**src/rtl/mano_io_unit.sv**
```systemverilog
// MANO computer byte I/O unit: input FIFO feeding INPR/FGI, OUT bytes queued
// through an output FIFO and drained to the device over valid/ready.
module mano_io_unit #(
  parameter int DEPTH = 4
) (
  input  logic       mclk,
  input  logic       mrst,
  input  logic [7:0] dev_in_data,
  input  logic       dev_in_valid,
  output logic       dev_in_ready,
  output logic [7:0] dev_out_data,
  output logic       dev_out_valid,
  input  logic       dev_out_ready,
  input  logic       cs_fgi_clr,
  input  logic       cs_fgo_clr,
  input  logic [7:0] out_byte,
  input  logic       ien,
  output logic [7:0] inpr,
  output logic       fgi,
  output logic       fgo,
  output logic       io_irq,
  output logic       out_drop
);

  localparam int AW = (DEPTH > 1) ? $clog2(DEPTH) : 1;
  localparam logic [AW:0]   FULL_CNT = (AW+1)'(DEPTH);
  localparam logic [AW:0]   CNT_ONE  = (AW+1)'(1);
  localparam logic [AW-1:0] PTR_ONE  = AW'(1);

  logic [7:0]    in_mem  [DEPTH];
  logic [7:0]    out_mem [DEPTH];

  logic [AW-1:0] in_rd_q, in_rd_d, in_wr_q, in_wr_d;
  logic [AW-1:0] out_rd_q, out_rd_d, out_wr_q, out_wr_d;
  logic [AW:0]   in_cnt_q, in_cnt_d, out_cnt_q, out_cnt_d;
  logic [7:0]    inpr_q, inpr_d;
  logic          fgi_q, fgi_d, fgo_q, fgo_d, drop_q, drop_d;

  logic in_full, in_empty, out_full, out_empty;
  logic in_push, in_pop, out_push, out_pop;

  assign in_full   = (in_cnt_q == FULL_CNT);
  assign in_empty  = (in_cnt_q == '0);
  assign out_full  = (out_cnt_q == FULL_CNT);
  assign out_empty = (out_cnt_q == '0);

  assign in_push  = dev_in_valid & ~in_full;
  // INPR reloads only while the registered flag is clear, so an INP never
  // overlaps a reload in the same cycle.
  assign in_pop   = ~fgi_q & ~in_empty;
  assign out_pop  = ~out_empty & dev_out_ready;
  assign out_push = cs_fgo_clr & fgo_q & (~out_full | out_pop);

  always_comb begin
    in_rd_d   = in_rd_q;
    in_wr_d   = in_wr_q;
    in_cnt_d  = in_cnt_q;
    out_rd_d  = out_rd_q;
    out_wr_d  = out_wr_q;
    out_cnt_d = out_cnt_q;
    inpr_d    = inpr_q;
    fgi_d     = fgi_q;
    fgo_d     = fgo_q;
    drop_d    = drop_q;

    if (in_push) in_wr_d = in_wr_q + PTR_ONE;
    if (in_pop)  in_rd_d = in_rd_q + PTR_ONE;
    case ({in_push, in_pop})
      2'b10:   in_cnt_d = in_cnt_q + CNT_ONE;
      2'b01:   in_cnt_d = in_cnt_q - CNT_ONE;
      default: in_cnt_d = in_cnt_q;
    endcase

    if (out_push) out_wr_d = out_wr_q + PTR_ONE;
    if (out_pop)  out_rd_d = out_rd_q + PTR_ONE;
    case ({out_push, out_pop})
      2'b10:   out_cnt_d = out_cnt_q + CNT_ONE;
      2'b01:   out_cnt_d = out_cnt_q - CNT_ONE;
      default: out_cnt_d = out_cnt_q;
    endcase

    if (in_pop) begin
      inpr_d = in_mem[in_rd_q];
      fgi_d  = 1'b1;
    end else if (cs_fgi_clr && fgi_q) begin
      fgi_d  = 1'b0;
    end

    // Re-arm looks at the registered count, so fgo is low at least one cycle.
    if (cs_fgo_clr && fgo_q)            fgo_d = 1'b0;
    else if (!fgo_q && !out_full)       fgo_d = 1'b1;

    if (cs_fgo_clr && !fgo_q) drop_d = 1'b1;
  end

  always_ff @(posedge mclk or negedge mrst) begin
    if (!mrst) begin
      in_rd_q   <= '0;
      in_wr_q   <= '0;
      in_cnt_q  <= '0;
      out_rd_q  <= '0;
      out_wr_q  <= '0;
      out_cnt_q <= '0;
      inpr_q    <= 8'h00;
      fgi_q     <= 1'b0;
      fgo_q     <= 1'b1;
      drop_q    <= 1'b0;
    end else begin
      in_rd_q   <= in_rd_d;
      in_wr_q   <= in_wr_d;
      in_cnt_q  <= in_cnt_d;
      out_rd_q  <= out_rd_d;
      out_wr_q  <= out_wr_d;
      out_cnt_q <= out_cnt_d;
      inpr_q    <= inpr_d;
      fgi_q     <= fgi_d;
      fgo_q     <= fgo_d;
      drop_q    <= drop_d;
    end
  end

  // Storage needs no reset: pointers and counts define which entries are live.
  always_ff @(posedge mclk) begin
    if (in_push)  in_mem[in_wr_q]   <= dev_in_data;
    if (out_push) out_mem[out_wr_q] <= out_byte;
  end

  assign dev_in_ready  = ~in_full;
  assign dev_out_valid = ~out_empty;
  assign dev_out_data  = out_empty ? 8'h00 : out_mem[out_rd_q];
  assign inpr          = inpr_q;
  assign fgi           = fgi_q;
  assign fgo           = fgo_q;
  assign out_drop      = drop_q;
  assign io_irq        = ien & (fgi_q | fgo_q);

endmodule
```
**config.mk**
```make
export PLATFORM = sky130hd
export DESIGN_NAME = mano_io_unit
export DESIGN_NICKNAME = d
export VERILOG_FILES = /design/src/rtl/mano_io_unit.sv
export SDC_FILE = /design/constraint.sdc
export NUM_CORES = 1
export LEC_CHECK = 0
export BUFFER_PORTS_ARGS = -buffer_cell sky130_fd_sc_hd__clkbuf_2
export CELL_PAD_IN_SITES_DETAIL_PLACEMENT = 1
export CELL_PAD_IN_SITES_GLOBAL_PLACEMENT = 1
export CORE_ASPECT_RATIO = 0.9
export CORE_MARGIN = 2
export CORE_UTILIZATION = 35
export CTS_BUF_LIST = sky130_fd_sc_hd__clkbuf_8
export DETAILED_ROUTE_END_ITERATION = 7
export GPL_TIMING_DRIVEN = 0
export PLACE_DENSITY = 0.72
export SKIP_CTS_REPAIR_TIMING = 1
export SKIP_LAST_GASP = 1
export SLEW_MARGIN = 20
export SYNTH_ARGS = -nofsm -noshare
export SYNTH_HDL_FRONTEND = slang
export SYNTH_SLANG_ARGS = --single-unit
```
**constraint.sdc**
```tcl
create_clock -name mclk -period 2.3 [get_ports mclk]
set_input_delay 0.115 -clock mclk [delete_from_list [all_inputs] [get_ports mclk]]
set_output_delay 0.115 -clock mclk [all_outputs]
set_load 0.01 [all_outputs]
```
==> reports/results.txt <==
Slew Viols, Final - 0
CTS Root Cell - clkbuf_8
CTS Sinks - 89
Post-Route WL - 6720 µm
HP Class - in -> reg
Syn Nets - 249
Asr flop ratio synth - 28.1%
RR Endpoint - in_cnt_q[2]$_DFFE_PN0P_
Nets - 321
Synthesis-to-finish area growth - 20.7%
Congestion Overflow GR - 0
Hold_ws - -0.00277 ns
Hold Path Stages - 1
Maximum VDD drop - 472 µV
Remaining antenna violation count - 0
WP data required - 2.59 ns
Period utilisation layout - 93.4%
Max-slew headroom - 55.4%
Reg2reg setup slack - 0.15 ns
Core area - 10,300 µm²
Mapped Avg Cell Area - 17.4 µm²
EDFF count, synth - 64
Yosys warns - 0
TritonRoute pass-1 iters - 6
Setup repair after global routing missed its margin - no
Worst Path Max Fanout - 3
Die Span X - 113 µm
First-pass GRT wire length - 10,600 µm
Max-cap violations - 0
Design Power - 0.00546 W
Worst setup SP type - register
Vias in the first global route - 2,075
Final setup viols - 0
#FFs+latches synth - 89
Failing checks - design-rule violations, negative hold slack
Cells after DPL - 388
Worst-Margin Slew - 0.669 ns
Post-Syn Area - 3750 µm²
Drt drc - 5
CTS tree - built
I/O Buffers - 44
N_diodes - 0
Hold Violations, Final - 4
RR Startpoint - in_cnt_q[1]$_DFFE_PN0P_
Chip height - 102 µm
Ys flop type - edfxtp_1
Total Routing Usage GR - 12.1%
Pleak - 1.75 nW
Critical Path AT - 2.44 ns
Routability Congestion - 0.737
DR WL/cell - 16.0 µm
Row cnt - 35
Clk_skew - 0.0106 ns
PwrDens - 1210 nW/µm²
Starting DRT DRC Count - 83
Longest Clk Path Bufs - 2
Total CTS buffers - 9
Cell count after synthesis - 215
Peak Freq - 466 MHz
Die area - 11,600 µm²
Clock latency on the worst-skew pair - 0.36 ns
Non-Filler Instances - 421
CTS H-tree lvls - 3
Largest net degree at the start of global routing - 26
Crit path capture type - register
Share of layout cells above drive strength 1 - 34.2%
Minimum clock period - 2.15 ns
Hold Path Origin - out_byte[3]
Register area share after synthesis - 68.0%
Initial Utilization - 36.3%
Status - finished with violations
Pre-CTS setup slack - -0.229 ns
Worst Reg-to-Reg Cells - 9
Worst Hold End - out_mem[2][3]$_DFFE_PP_
Worst Setup SP - in_cnt_q[1]$_DFFE_PN0P_
Clock transition at path regs - 0.09 ns
Via density - 4.82
HPWL reported at the end of detailed placement - 4510 µm
Synth cell types - 41
Initial antenna violation count - 0
Final Worst Setup Slack - 0.152 ns
Vias - 2,028
WS Path Type - reg -> reg
Top-Level Pins - 45
[layout make-up]
type	instances	area (µm²)
Buffer	8	41.3
Clock buffer	10	138
Clock inverter	6	66.3
Fill cell	1038	5810
Inverter	13	48.8
Multi-Input combinational cell	103	1110
Sequential cell	89	2550
Tap cell	129	161
Timing Repair Buffer	63	405
[metrics by stage]
| stage | utilization [%] | setup TNS (ns) | hold WS (ns) | area, µm² |
|---|---|---|---|---|
| detailed placement | 40.0 | -0.229 | 0.194 | 4130 |
| floorplan | - | 0 | -0.181 | 3750 |
| global placement | 40.0 | -0.151 | 0.181 | 4130 |
| CTS | 41.9 | -0.254 | -0.217 | 4330 |
| global route | 43.8 | 0 | 0.00933 | 4520 |
| finish | 43.8 | 0 | -0.00277 | 4520 |
[kinds of logic after synthesis]
group | share of synthesized area, %
flops | 68.0
compound gates | 3.31
xor+xnor | 2.10
mux | 13.9
simple gates | 6.04
buf+inv | 2.60
fa+ha+maj | 4.07
[worst max path at each step]
stage                                     to  slack (ns)  cells after the start
finish               in_cnt_q[2]$_DFFE_PN0P_        0.15                      9
global route         in_cnt_q[2]$_DFFE_PN0P_        0.01                      9
CTS                 out_cnt_q[2]$_DFFE_PN0P_       -0.25                      7
detailed placement  out_cnt_q[2]$_DFFE_PN0P_       -0.23                      7
global placement    out_cnt_q[2]$_DFFE_PN0P_       -0.15                      7
floorplan           out_cnt_q[2]$_DFFE_PN0P_        0.09                      7
[critical path, stage by stage (launching register included)]
cell     delay [ns]
dfrtp_1        0.41
or3b_4         0.42
and2_4         0.19
inv_1          0.05
ha_2           0.17
inv_1          0.05
fa_1           0.37
xor2_1         0.15
nor2_1         0.13
xor2_1         0.14
[state kept, by name, summed over array words and instances (netlist names)]
| name | cells |
|---|---|
| out_drop | 1 |
| fgi | 1 |
| in_wr_q | 2 |
| out_mem | 32 |
| in_cnt_q | 3 |
| in_rd_q | 2 |
| inpr | 8 |
| out_wr_q | 2 |
| out_cnt_q | 3 |
| out_rd_q | 2 |
| fgo | 1 |
| in_mem | 32 |
[where the power goes]
| group | switching (W) | internal, W |
|---|---|---|
| clock network | 0.000553 | 0.000534 |
| logic | 0.000995 | 0.00101 |
| registers | 0.000206 | 0.00217 |
| total | 0.00175 | 0.00371 |
[synth_stat cells, drive strengths merged, types with 3 or more instances]
master	n	area, µm²
edfxtp	64	1920
dfrtp	24	601
mux4	16	372
and2	13	83.8
inv	13	48.8
mux2	11	128
ha	9	113
buf	5	30.0
clkbuf	5	18.8
xnor2	5	43.8
and3	4	30.0
nand2	4	15.0
nand3	4	20.0
xor2	4	35.0
a21o	3	22.5
nor2	3	13.8
o21ai	3	15.0
[metal layers]
metal / routed length [µm] / track usage (%) / part of all wire, % / vias to the layer above
li1: - / - / - / 956
met1: 2980 / 14.4 / 44 / 1025
met2: 3400 / 21.5 / 51 / 42
met3: 285 / 4.15 / 4.2 / 5
met4: 51 / 2.53 / 0.76 / 0
met5: 0 / 0 / 0 / -
[layout by cell type, fill, tap and decap left out, drive strengths merged, types with 2 or more instances in the layout]
| cell type | count |
|---|---|
| xnor2 | 5 |
| clkinvlp | 2 |
| mux2i | 2 |
| nor3 | 2 |
| and3 | 4 |
| o21a | 2 |
| o311ai | 2 |
| a31oi | 2 |
| dlygate4sd3 | 17 |
| nand2 | 4 |
| dfrtp | 24 |
| buf | 7 |
| and2 | 13 |
| mux2 | 11 |
| ha | 9 |
| xor2 | 4 |
| nand4 | 2 |
| mux4 | 16 |
| inv | 15 |
| clkbuf | 57 |
| a21o | 3 |
| nor2 | 3 |
| nand3 | 4 |
| o21ai | 3 |
| edfxtp | 64 |
| fa | 2 |
Power figures use the tool's default switching activity.
